## src/rtl/mcpu_mem_pkg.sv

```systemverilog
// mcpu_mem_pkg: shared RAM write-size codes, ownership states and port ids
package mcpu_mem_pkg;
  localparam logic [1:0] WR_NONE = 2'b00;
  localparam logic [1:0] WR_B1 = 2'b01;
  localparam logic [1:0] WR_B4 = 2'b10;
  localparam logic [1:0] WR_B8 = 2'b11;
  typedef enum logic [1:0] {OPEN = 2'd0, OWN0 = 2'd1, OWN1 = 2'd2} own_e;
  localparam logic P_CPU = 1'b0;
  localparam logic P_HOST = 1'b1;
endpackage

```

## src/rtl/arb_rdpipe.sv

```systemverilog
// arb_rdpipe: LAT-deep {valid, port id} shift register steering read returns
module arb_rdpipe
  import mcpu_mem_pkg::*;
#(
  parameter int LAT = 1
) (
  input  logic clk,
  input  logic rst,
  input  logic valid_i,
  input  logic port_i,
  output logic rvalid0_o,
  output logic rvalid1_o,
  output logic busy_o
);
  logic [LAT-1:0] v_q, p_q;
  always_ff @(posedge clk or posedge rst)
    if (rst) begin
      v_q <= '0;
      p_q <= '0;
    end else begin
      v_q <= (v_q << 1) | LAT'(valid_i);
      p_q <= (p_q << 1) | LAT'(port_i);
    end
  assign rvalid0_o = v_q[LAT-1] & (p_q[LAT-1] == P_CPU);
  assign rvalid1_o = v_q[LAT-1] & (p_q[LAT-1] == P_HOST);
  assign busy_o = |v_q;
endmodule

```

## src/rtl/ram_arbiter.sv

```systemverilog
// ram_arbiter: round-robin CPU/host arbiter for the shared 64-bit RAM.
// Define ARB_LOCK_EN to enable the ownership lock for read-modify-write sequences.
module ram_arbiter
  import mcpu_mem_pkg::*;
#(
  parameter int AW = 16,
  parameter int DW = 64,
  parameter int LAT = 1
) (
  input  logic          clk,
  input  logic          rst,
  input  logic          req0,
  input  logic          req1,
  input  logic          we0,
  input  logic          we1,
  input  logic [1:0]    wr0,
  input  logic [1:0]    wr1,
  input  logic [AW-1:0] addr0,
  input  logic [AW-1:0] addr1,
  input  logic [DW-1:0] wdata0,
  input  logic [DW-1:0] wdata1,
  input  logic          lock0,
  input  logic          lock1,
  output logic          gnt0,
  output logic          gnt1,
  output logic          rvalid0,
  output logic          rvalid1,
  output logic [DW-1:0] rdata0,
  output logic [DW-1:0] rdata1,
  output logic          ram_load,
  output logic [1:0]    ram_wr,
  output logic [AW-1:0] ram_addr,
  output logic [DW-1:0] ram_d,
  input  logic [DW-1:0] ram_q,
  output logic          busy
);
  logic allow0, allow1, xfer, last_q, last_d, rd_q, rd_d, rdp_q, load_d, pipe_busy;
  logic [1:0] wr_d;
  logic [AW-1:0] addr_d;
  logic [DW-1:0] d_d;
`ifdef ARB_LOCK_EN
  own_e own_q, own_d;
  always_ff @(posedge clk or posedge rst)
    if (rst) own_q <= OPEN;
    else own_q <= own_d;
  always_comb
    own_d = (own_q == OPEN) ? (gnt0 & lock0 ? OWN0 : gnt1 & lock1 ? OWN1 : OPEN)
          : (own_q == OWN0) ? (((gnt0 | ~req0) & ~lock0) ? OPEN : OWN0)
          : (((gnt1 | ~req1) & ~lock1) ? OPEN : OWN1);
  always_comb begin
    allow0 = own_q != OWN1;
    allow1 = own_q != OWN0;
  end
`else
  logic unused_lock;
  assign unused_lock = lock0 ^ lock1;
  assign allow0 = 1'b1;
  assign allow1 = 1'b1;
`endif
  // On a tie the port that did not win last time is served.
  always_comb begin
    gnt0 = allow0 & req0 & (~(allow1 & req1) | (last_q == P_HOST));
    gnt1 = allow1 & req1 & (~(allow0 & req0) | (last_q == P_CPU));
  end
  always_comb begin
    xfer = gnt0 | gnt1;
    last_d = xfer ? (gnt1 ? P_HOST : P_CPU) : last_q;
    load_d = xfer & (gnt1 ? we1 : we0);
    wr_d = load_d ? (gnt1 ? wr1 : wr0) : WR_NONE;
    addr_d = xfer ? (gnt1 ? addr1 : addr0) : ram_addr;
    d_d = xfer ? (gnt1 ? wdata1 : wdata0) : ram_d;
    rd_d = xfer & ~load_d;
  end
  always_ff @(posedge clk or posedge rst)
    if (rst) begin
      last_q <= P_HOST;
      ram_load <= 1'b0;
      ram_wr <= WR_NONE;
      ram_addr <= '0;
      ram_d <= '0;
      rd_q <= 1'b0;
      rdp_q <= P_CPU;
    end else begin
      last_q <= last_d;
      ram_load <= load_d;
      ram_wr <= wr_d;
      ram_addr <= addr_d;
      ram_d <= d_d;
      rd_q <= rd_d;
      rdp_q <= gnt1;
    end
  // The pipe starts at the issue cycle, so data arrives LAT cycles after the RAM sees the command.
  arb_rdpipe #(.LAT(LAT)) u_rdpipe (
    .clk(clk),
    .rst(rst),
    .valid_i(rd_q),
    .port_i(rdp_q),
    .rvalid0_o(rvalid0),
    .rvalid1_o(rvalid1),
    .busy_o(pipe_busy)
  );
  assign rdata0 = rvalid0 ? ram_q : '0;
  assign rdata1 = rvalid1 ? ram_q : '0;
  assign busy = ram_load | rd_q | pipe_busy;
endmodule

```

## config.mk

```make
export PLATFORM = sky130hd
export DESIGN_NAME = ram_arbiter
export DESIGN_NICKNAME = d
export VERILOG_FILES = /design/src/rtl/mcpu_mem_pkg.sv /design/src/rtl/arb_rdpipe.sv /design/src/rtl/ram_arbiter.sv
export SDC_FILE = /design/constraint.sdc
export NUM_CORES = 1
export LEC_CHECK = 0
export BUFFER_PORTS_ARGS = -buffer_cell sky130_fd_sc_hd__buf_2
export CORE_AREA = 4 4 175 177
export DETAILED_ROUTE_END_ITERATION = 6
export DIE_AREA = 0 0 179 181
export RECOVER_POWER = 50
export SYNTH_ARGS = -nofsm -noshare
export SYNTH_HDL_FRONTEND = slang
export SYNTH_SLANG_ARGS = --single-unit
```

## constraint.sdc

```tcl
create_clock -name clk -period 2.7 [get_ports clk]
set_input_delay 0.27 -clock clk [delete_from_list [all_inputs] [get_ports clk]]
set_output_delay 0.27 -clock clk [all_outputs]
set_load 0.02 [all_outputs]
```

# After elaboration in Yosys (flattened, before gate mapping)
# Cells that the tools add are included.
word_totals:
  inputBits: 236
  word_cells: 33
  out_inout_bits: 216
  ff_bits: 88
classes:
  bitwise: 16
  mux: 8
ops:
  columns: ["op", "count"]
  rows:
  - ["two-way mux 64 bit", 3]
  - ["two-way mux 16 bit", 1]
  - ["bitwise AND 1 bit", 6]
  - ["inverter 1 bit", 5]
  - ["bitwise OR 1 bit", 5]
  - ["two-way mux 2 bit", 2]
  - ["two-way mux 1 bit", 2]

# Logic depth before layout (Yosys ltp)
# Gate-level depths: netlist of the first run.
logic_depth:
  ltp_word: 7
  ltp_mapped: 5
  ltp_nobuf: 4

# Cells and area by module
# Synthesis of the first run repeated with hierarchy kept, for this count alone.
hier_totals:
  cells_unflattened: 622
  area_unflattened_um2: 5841.9
by_module_without_submodules:
  columns: ["mod", "seq_area_each_um2", "instances", "area_per_inst_um2", "cells_each"]
  rows:
  - ["ram_arbiter", 2153.3, 1, 5771.8, 617]
  - ["arb_rdpipe", 50.0, 1, 70.1, 5]

# Worst setup path before layout of the first run
# Ideal clock, no wire load.
synth_timing:
  kind: "reg-to-output"
  start: "register u_rdpipe.v_q, in the netlist u_rdpipe.busy_o"
  end: "output rdata0[54]"
  t_arrival_ns: 1.130
  stages_incl_launch_ff: 4
  setup_slack_ns: 1.300
  t_required_ns: 2.430
  n_path_buf: 1
  cell_sequence: "dfrtp_1 -> nor2b_1 -> clkbuf_1 -> and2_1"
synth_via:
  elab_chain_cells: 2
synth_lines:
  columns: ["element", "line", "rtl"]
  rows:
  - ["from (decl)", "arb_rdpipe.sv:15", "logic [LAT-1:0] v_q, p_q;"]
  - ["from (signal assigned)", "arb_rdpipe.sv:21", "v_q <= (v_q << 1) | LAT'(valid_i);"]
  - ["bitwise AND 1 bit", "arb_rdpipe.sv:24", "assign rvalid0_o = v_q[LAT-1] & (p_q[LAT-1] == P_CPU);"]
  - ["net rvalid0", "ram_arbiter.sv:26", "output logic rvalid0,"]
  - ["two-way mux 64 bit", "ram_arbiter.sv:102", "assign rdata0 = rvalid0 ? ram_q : '0;"]
  - ["to (decl)", "ram_arbiter.sv:28", "output logic [DW-1:0] rdata0,"]
# The timed path passes the listed nets, and every way through them passes these cells.

# Worst setup path after layout of the first run
layout_timing:
  start: "register last_q"
  end: "output gnt1"
layout_via:
  elab_chain_cells: 3
layout_lines:
  columns: ["element", "line", "rtl"]
  rows:
  - ["from (decl)", "ram_arbiter.sv:37", "logic allow0, allow1, xfer, last_q, last_d, rd_q, rd_d, rdp_q, load_d, pipe_busy;"]
  - ["from (signal assigned)", "ram_arbiter.sv:84", "last_q <= last_d;"]
  - ["inverter 1 bit", "ram_arbiter.sv:63", "gnt1 = allow1 & req1 & (~(allow0 & req0) | (last_q == P_CPU));"]
  - ["bitwise OR 1 bit", "ram_arbiter.sv:63", null]
  - ["bitwise AND 1 bit", "ram_arbiter.sv:63", null]
  - ["to (decl)", "ram_arbiter.sv:25", "output logic gnt1,"]
# No other way between the ends.

==> results of run 1 <==
[flip-flops by register name (all words and copies together), names as in the netlist]
signal	count
last_q	1
rdp_q	1
ram_load	1
u_rdpipe.busy_o	1
ram_d	64
ram_addr	16
rd_q	1
u_rdpipe.p_q	1
ram_wr	2
[cells in the mapped netlist (all sizes together)]
master	number	area [um^2]
o221a	78	878
nand2	3	16.3
buf	25	171
and2	65	407
dfrtp	87	2180
clkbuf	30	113
a21o	1	7.51
o21ai	2	10.0
o21a	1	7.51
dfstp	1	26.3
or3	79	494
nor2b	1	6.26
inv	3	11.3
a32o	2	20.0
mux2i	2	20.0
nand2b	1	6.26
o22ai	1	6.26
and3	67	419
a31oi	2	12.5
[report_power, final]
part / switching [mW] / internal [mW] / leakage (nW)
Sequential: 0.0939 / 1.48 / 0.992
Clock: 0.576 / 0.726 / 0.142
Combinational: 0.818 / 0.474 / 2.72
[worst max path at each step]
stage	from	endpoint	slack [ps]	cells after the start
after floorplan	rst	ram_addr[0]$_DFFE_PP0P_	150	1
after global placement	req0	ram_addr[7]$_DFFE_PP0P_	620	5
after detailed placement	req0	ram_d[44]$_DFFE_PP0P_	570	5
after CTS	u_rdpipe.p_q$_DFF_PP0_	rdata0[31]	490	4
after global routing	rst	ram_d[1]$_DFFE_PP0P_	230	3
final	last_q$_DFFE_PP1P_	gnt1	510	4
[layer usage]
metal,track usage,vias to the layer above,part of all wire
met3,0.0387,43,0.083
met2,0.264,302,0.50
li1,-,2556,-
met5,0,-,0.0027
met4,0.0599,12,0.036
met1,0.169,2650,0.38
[through the flow]
stage / utilization / hold WS (ps)
2_1_floorplan: - / 331
3_3_place_gp: 0.252 / 335
3_5_place_dp: 0.252 / 337
4_1_cts: 0.262 / 112
5_1_grt: 0.259 / 119
6_report: 0.259 / 133
[logic make-up (layout without fill, tap and decap cells)]
kind of cell,count (synthesis),in the layout,share of synthesized area
and+or+nand+nor,216,216,0.280
buffers and inverters,58,480,0.0614
AOI/OAI and AO/OA,87,87,0.196
other,0,1,0
DFF,88,88,0.458
muxes,2,2,0.00416
[cell type report]
type                            count  area, um^2  share of cell area
Timing Repair Buffer              461        2220               0.294
Inverter                            3        11.3             0.00149
Antenna cell                        1        2.50            0.000331
Sequential cell                    88        2200               0.291
Clock inverter                      7        80.1              0.0106
Tap cell                          390         488              0.0645
Clock buffer                        9         225              0.0298
Multi-Input combinational cell    305        2330               0.308
==> results.toml, run 1 <==
[run_status]
status = "finished, final reports clean"

[sta]
finClkSkew_ps = 8.17
setup_viol = 0
fin_crit_sh = 0.813
tns_ps = 0
fmax_mhz = 456
relSlewSlack = 0.0505
hold_viol = 0
rsz0062_at_grt = "false"
slew_viol_final = 0
tightestPinTransition_ps = 1420
min_period_ps = 2190
setup_ws_ps = 506

[floorplan]
io_pins = 452
core.rowCount = 63
dieArea_um2 = 32400
die_h_um = 181
core_area_um2 = 29200
die_x_um = 179
initial_core_util = 0.164

[yosys]
synth.net_count = 687
syn-cell-area_um2 = 4810
seq_area_frac_synth = 0.458
syn_inst = 451
syn_avg_cell_area_um2 = 10.7
synth_cell_types = 24
ys_ff_latch = 88
yosysWarnings = 0

[hold_path]
hp-class = "input pin to register"
hold_path_end = "ram_wr[0]$_DFF_PP0_"
whs_path_depth = 2
hp-start = "wr1[0]"

[final_layout]
final_cell_area_um2 = 7560
fin_cells = 1264
final_cell_mix = "buf_2 (366), dfrtp_1 (87), clkbuf_1 (85)"
drive_gt1_frac = 0.478
finalNetCount = 1104
final_common_cell = "buf_2"
syn_to_final_growth_pct = 57.2
fillers = 3259

[detailed_routing]
drc = 0
final_antenna_net_count = 0
via_per_inst = 4.40
vias = 5563
wl_um = 25600
drt_iter0_markers = 261
dr.pass1.iters = 4
avgRoutedWirePerCell_um = 20.3

[global_route]
groute.usage.overall = 0.149
grt_max_degree = 67
grt_pass1_wl_um = 36100
antenna_found_initial = 9
grt_pass1_vias = 5663
gr-total-overflow = 0

[pwr]
leakagePower_nw = 3.86
power_density_nw_per_um2 = 551
finalPower_mw = 4.17
vdd_drop_max_mv = 0.282

[placed_design]
place_area_um2 = 7370
place_hpwl_um = 20400
portBuffers = 449
place_inst = 1247
gp_congestion = 0.887
place_worst_setup_slack_ps = 571

[worst_setup_path]
r2r_slack_ps = 760
crit_path_max_fanout = 37
critical_path_arrival_ps = 1920
crit_chain = "nand2_1, nand2_4, inv_1, buf_2"
cp_slowest_stage_delay_ps = 570
critPathSlowestCell = "dfstp_1"
ff2ff_path_depth = 4
cp_top_family = "simple AND/OR/NAND/NOR gates"
path_buf_inv = 2
path_class = "register to primary output"
endpoint_kind = "primary output"
reg2reg_from = "last_q$_DFFE_PP1P_"
crit_path_start_kind = "register"
r2r-end = "ram_d[59]$_DFFE_PP0P_"
crit_required_ps = 2430

[clock_network]
cts_tree = "yes"
post_cts_buffers = 0
cts_hold_buf = 0
cts.clk_slew.worst_paths_ps = 70
cts.sinks = 88
root_buffer = "clkbuf_16"
clk_latency_ps = 360
clockBufferDepth = 2
cts_resized = 0
htreeDepth = 3
cts_buffers = 9

[run]
drv_cap = 0
Note: power is estimated with default switching activity, not from simulation.
==> run 2, diff against run 1 <==
--- a/config.mk
+++ b/config.mk
@@ -6,9 +6,9 @@
 export NUM_CORES = 1
 export LEC_CHECK = 0
 export BUFFER_PORTS_ARGS = -buffer_cell sky130_fd_sc_hd__buf_2
-export CORE_AREA = 4 4 175 177
+export CORE_AREA = 4 4 173 175
 export DETAILED_ROUTE_END_ITERATION = 6
-export DIE_AREA = 0 0 179 181
+export DIE_AREA = 0 0 177 179
 export RECOVER_POWER = 50
 export SYNTH_ARGS = -nofsm -noshare
 export SYNTH_HDL_FRONTEND = slang
==> constraint.sdc (replaced) <==
create_clock -name clk -period 2.2 [get_ports clk]
set_input_delay 0.22 -clock clk [delete_from_list [all_inputs] [get_ports clk]]
set_output_delay 0.22 -clock clk [all_outputs]
set_load 0.02 [all_outputs]
==> run 2 against run 1 <==
Net effect: routed wire length decreased by 2.3%; utilization increased by 0.79 points; total power increased by 22%; critical path depth unchanged; flip-flop and latch count unchanged; clock power increased by 21%; cell count decreased by 0.16%; first-iteration DRC count decreased by 0.77%; sequential share of layout area decreased by 0.091 points; worst hold slack got worse by 82 ps; combinational power increased by 23%; register-to-register slack got worse by 450 ps; critical endpoint unchanged.
==> results.toml, run 2 (same netlist as run 1, synthesis figures left out) <==
[sta]
fmax_mhz = 499
tns_ps = 0
relSlewSlack = 0.160
hold_viol = 0
finClkSkew_ps = 11.0
setup_viol = 0
setup_ws_ps = 197
slew_viol_final = 0
whs_ps = 51.3
rsz0062_at_grt = "false"
fin_crit_sh = 0.910
tightestPinTransition_ps = 1260
min_period_ps = 2000

[hold_path]
hp-class = "input pin to register"

[placed_design]
place_hpwl_um = 19700
place_area_um2 = 7410
place_worst_setup_slack_ps = 518
portBuffers = 449
gp_congestion = 0.854

[clock_network]
cts_buffers = 9
htreeDepth = 3
root_buffer = "clkbuf_16"
cts_tree = "yes"
cts_hold_buf = 0
clockBufferDepth = 2
cts.clk_slew.worst_paths_ps = 70
post_cts_buffers = 0
cts.sinks = 88
clk_latency_ps = 350
cts_resized = 0

[global_route]
grtUsageMet2 = 0.261
grt_pass1_vias = 5435
gr-usage-met1 = 0.164
grtUsageMet3 = 0.0312
grt_max_degree = 89
grt.busiest_layer = "met2"
grt_pass1_wl_um = 34700
gr-total-overflow = 0
groute.usage.overall = 0.145
antenna_found_initial = 5

[detailed_routing]
vias = 5548
drc = 0
via_per_inst = 4.40
drt_iter0_markers = 259
wl_um = 25000
dr.pass1.iters = 4
avgRoutedWirePerCell_um = 19.8
final_antenna_net_count = 0

[run_status]
status = "finished, final reports clean"

[pwr]
finalPower_mw = 5.09
p_sw_mw = 1.88
p_int_mw = 3.21
power_density_nw_per_um2 = 671
pwr-share-clk = 0.309
vdd_drop_max_mv = 0.324
power_frac_seq = 0.378
switching_share = 0.370
pwr-share-comb = 0.312
leakagePower_nw = 3.87

[floorplan]
initial_core_util = 0.169
core.rowCount = 62
io_pins = 452
die_x_um = 177
core_area_um2 = 28500
dieArea_um2 = 31700
die_h_um = 179

[worst_setup_path]
crit_path_start_kind = "register"
crit_required_ps = 1980
crit_path_max_fanout = 11
path_class = "register to primary output"
endpoint_kind = "primary output"
critical_path_arrival_ps = 1780

[run]
drv_cap = 0

[final_layout]
finalNetCount = 1106
fillers = 3099
drive_gt1_frac = 0.481
largest_reg_flops = 64
top_register = "ram_d"
multiInputGateArea_um2 = 2320
final_cell_mix = "buf_2 (366), dfrtp_1 (87), clkbuf_1 (84)"
syn_to_final_growth_pct = 57.7
seq_area_um2 = 2200
final_common_cell = "buf_2"
top_regs = "ram_d: 64 flops, ram_addr: 16 flops, ram_wr: 2 flops"
final_cell_area_um2 = 7590
-- run 2: cell count changes in the layout (fill, tap and decap cells not counted), sizes merged --
cell      change
bufinv        -1
inv           +2
buf           +3
diode         +2
clkinvlp      -1
clkbuf        -1
-- run 2: cell type report --
class                   instances  share of cell area
inverters                       3             0.00198
diodes                          3            0.000990
multi-input cells             305               0.306
flip-flops and latches         88               0.290
clock inverters                 7             0.00973
clock buffers                   9              0.0297
well taps                     384              0.0633
repair buffers                463               0.298
-- run 2: path summary, 6_finish.rpt --
check                                              end  depth (start not counted)          startpoint  slack, ps
worst max-delay path                              gnt1                          4  last_q$_DFFE_PP1P_        200
worst min-delay path                    rd_q$_DFF_PP0_                          2                 we1         50
worst max register to register   ram_d[42]$_DFFE_PP0P_                          4  last_q$_DFFE_PP1P_        310
worst min register to register  u_rdpipe.p_q$_DFF_PP0_                          0     rdp_q$_DFF_PP0_        350
max in group asynchronous          ram_wr[1]$_DFF_PP0_                          3                 rst       1080
min in group asynchronous        ram_d[52]$_DFFE_PP0P_                          3                 rst        330
-- run 2: per-stage QoR --
step                 util  instances
floorplan               -        451
finish              0.266       1262
CTS                 0.271       1259
detailed placement  0.260       1243
global route        0.266       1262
global placement    0.260       1243
-- run 2: worst max-delay path, cell delays in order, from the launching register on --
cell,delay (ps)
dfstp_1,570
nand2_1,200
nand2_2,310
inv_1,170
buf_2,200
-- run 2: routing by layer --
layer | wire (um) | vias to the layer above
li1 | - | 2551
met1 | 9450 | 2683
met2 | 13000 | 279
met3 | 1800 | 33
met4 | 791 | 2
met5 | 13 | -
-- run 2: power groups by stage --
stage                     clock network [mW]  logic, mW  registers, mW
after floorplan                            0      0.700           2.16
after global placement                     0       1.66           1.95
after detailed placement                   0       1.68           1.94
after CTS                               1.65       1.68           1.92
after global routing                    1.68       1.71           1.95
final                                   1.57       1.59           1.93
==> run 3, diff against run 2 <==
--- a/config.mk
+++ b/config.mk
@@ -9,7 +9,7 @@
 export CORE_AREA = 4 4 173 175
 export DETAILED_ROUTE_END_ITERATION = 6
 export DIE_AREA = 0 0 177 179
-export RECOVER_POWER = 50
+export RECOVER_POWER = 25
 export SYNTH_ARGS = -nofsm -noshare
 export SYNTH_HDL_FRONTEND = slang
 export SYNTH_SLANG_ARGS = --single-unit
==> run 3 against run 2 <==
Net effect: clock skew grew 1.3 ps; total power rose by 0.91%; die area unchanged; utilization up 0.39 points; worst setup slack got worse by 3.5 ps; fmax shrank 0.17%; first-iteration DRC count is 9.7% lower; critical path type unchanged; critical endpoint unchanged; largest power group unchanged.
==> results.toml, run 3 (same netlist as run 1, synthesis figures left out) <==
[run_status]
status = "finished, final reports clean"

[detailed_routing]
drt_iter0_markers = 234
via_per_inst = 4.36
wl_um = 25000
drc = 0
avgRoutedWirePerCell_um = 19.8
dr.pass1.iters = 4
final_antenna_net_count = 0
vias = 5507

[clock_network]
cts_buffers = 9
htreeDepth = 3
clk_latency_ps = 350
cts_resized = 0
cts_tree = "yes"
cts.clk_slew.worst_paths_ps = 70
clockBufferDepth = 2
post_cts_buffers = 0
cts.sinks = 88
cts_hold_buf = 0
root_buffer = "clkbuf_16"

[pwr]
p_int_mw = 3.26
finalPower_mw = 5.14
power_frac_seq = 0.374
switching_share = 0.365
leakagePower_nw = 4.07
vdd_drop_max_mv = 0.324
power_density_nw_per_um2 = 668
p_sw_mw = 1.88
pwr-share-comb = 0.320
pwr-share-clk = 0.306

[run]
drv_cap = 0

[final_layout]
top_regs = "ram_d: 64 flops, ram_addr: 16 flops, ram_wr: 2 flops"
drive_gt1_frac = 0.568
finalNetCount = 1106
final_cell_mix = "buf_2 (441), dfrtp_1 (87), or3_1 (79)"
largest_reg_flops = 64
fillers = 3074
final_common_cell = "buf_2"
syn_to_final_growth_pct = 60.0
final_cell_area_um2 = 7700
top_register = "ram_d"

[hold_path]
hp-class = "input pin to register"
whs_path_depth = 2

[global_route]
groute.usage.overall = 0.145
antenna_found_initial = 5
grt_pass1_wl_um = 34700
grt_max_degree = 89
gr-total-overflow = 0
grt_pass1_vias = 5435

[sta]
tns_ps = 0
fmax_mhz = 498
finClkSkew_ps = 12.4
whs_ps = 51.0
hold_viol = 0
relSlewSlack = 0.161
tightestPinTransition_ps = 1260
fin_crit_sh = 0.912
setup_viol = 0
min_period_ps = 2010
rsz0062_at_grt = "false"
slew_viol_final = 0

[floorplan]
die_h_um = 179
core_area_um2 = 28500
core.rowCount = 62
die_x_um = 177
initial_core_util = 0.169
io_pins = 452
dieArea_um2 = 31700

[worst_setup_path]
endpoint_kind = "primary output"
path_class = "register to primary output"
crit_path_max_fanout = 11
crit_path_start_kind = "register"
crit_required_ps = 1980
critical_path_arrival_ps = 1790
ff2ff_path_depth = 4

[placed_design]
place_hpwl_um = 19700
portBuffers = 449
place_area_um2 = 7410
gp_congestion = 0.854
run 3: changes by cell type in the layout (fill, tap and decap cells not counted):
cell,delta
buf_2,+75
clkbuf_1,-76
buf_12,+1
run 3: critical path, stage by stage (launching register included):
cell and delay (ps):
dfstp_1 570, nand2_1 200, nand2_2 310, inv_1 170
buf_2 200
run 3: metrics by stage:
step                      worst slack [ps]  utilization  cells
final                                  194        0.270   1262
after CTS                              175        0.271   1259
after detailed placement               518        0.260   1243
after global routing                  54.8        0.270   1262
after global placement                 574        0.260   1243
after floorplan                        850            -    451
run 3: final cells by class:
type	count	area, um^2	area share
Clock inverter	7	73.8	0.00959
Multi-Input combinational cell	305	2320	0.302
Inverter	3	15.0	0.00195
Sequential cell	88	2200	0.286
Timing Repair Buffer	463	2370	0.308
Clock buffer	9	225	0.0293
Antenna cell	3	7.51	0.000975
Tap cell	384	480	0.0624
run 3: layer usage:
metal / vias up / wire [um] / global-route usage
met3: 32 / 1810 / 0.0312
met1: 2640 / 9400 / 0.164
met5: - / 13 / 0
met2: 279 / 12900 / 0.261
met4: 2 / 793 / 0.0651
li1: 2554 / - / -
run 3: path summary, 6_finish.rpt:
path	start	to	slack, ps
setup reg to reg	last_q$_DFFE_PP1P_	ram_d[1]$_DFFE_PP0P_	510
min in group asynchronous	rst	ram_d[52]$_DFFE_PP0P_	330
hold reg to reg	rdp_q$_DFF_PP0_	u_rdpipe.p_q$_DFF_PP0_	350
setup / recovery	last_q$_DFFE_PP1P_	gnt1	190
max in group asynchronous	rst	ram_d[2]$_DFFE_PP0P_	1090
hold / removal	we1	rd_q$_DFF_PP0_	50
run 3: power by group through the flow:
stage,combinational [mW],sequential [mW],clock [mW]
floorplan,0.700,2.16,0
global placement,1.66,1.95,0
detailed placement,1.68,1.94,0
CTS,1.68,1.92,1.65
global route,1.76,1.95,1.68
finish,1.64,1.92,1.57
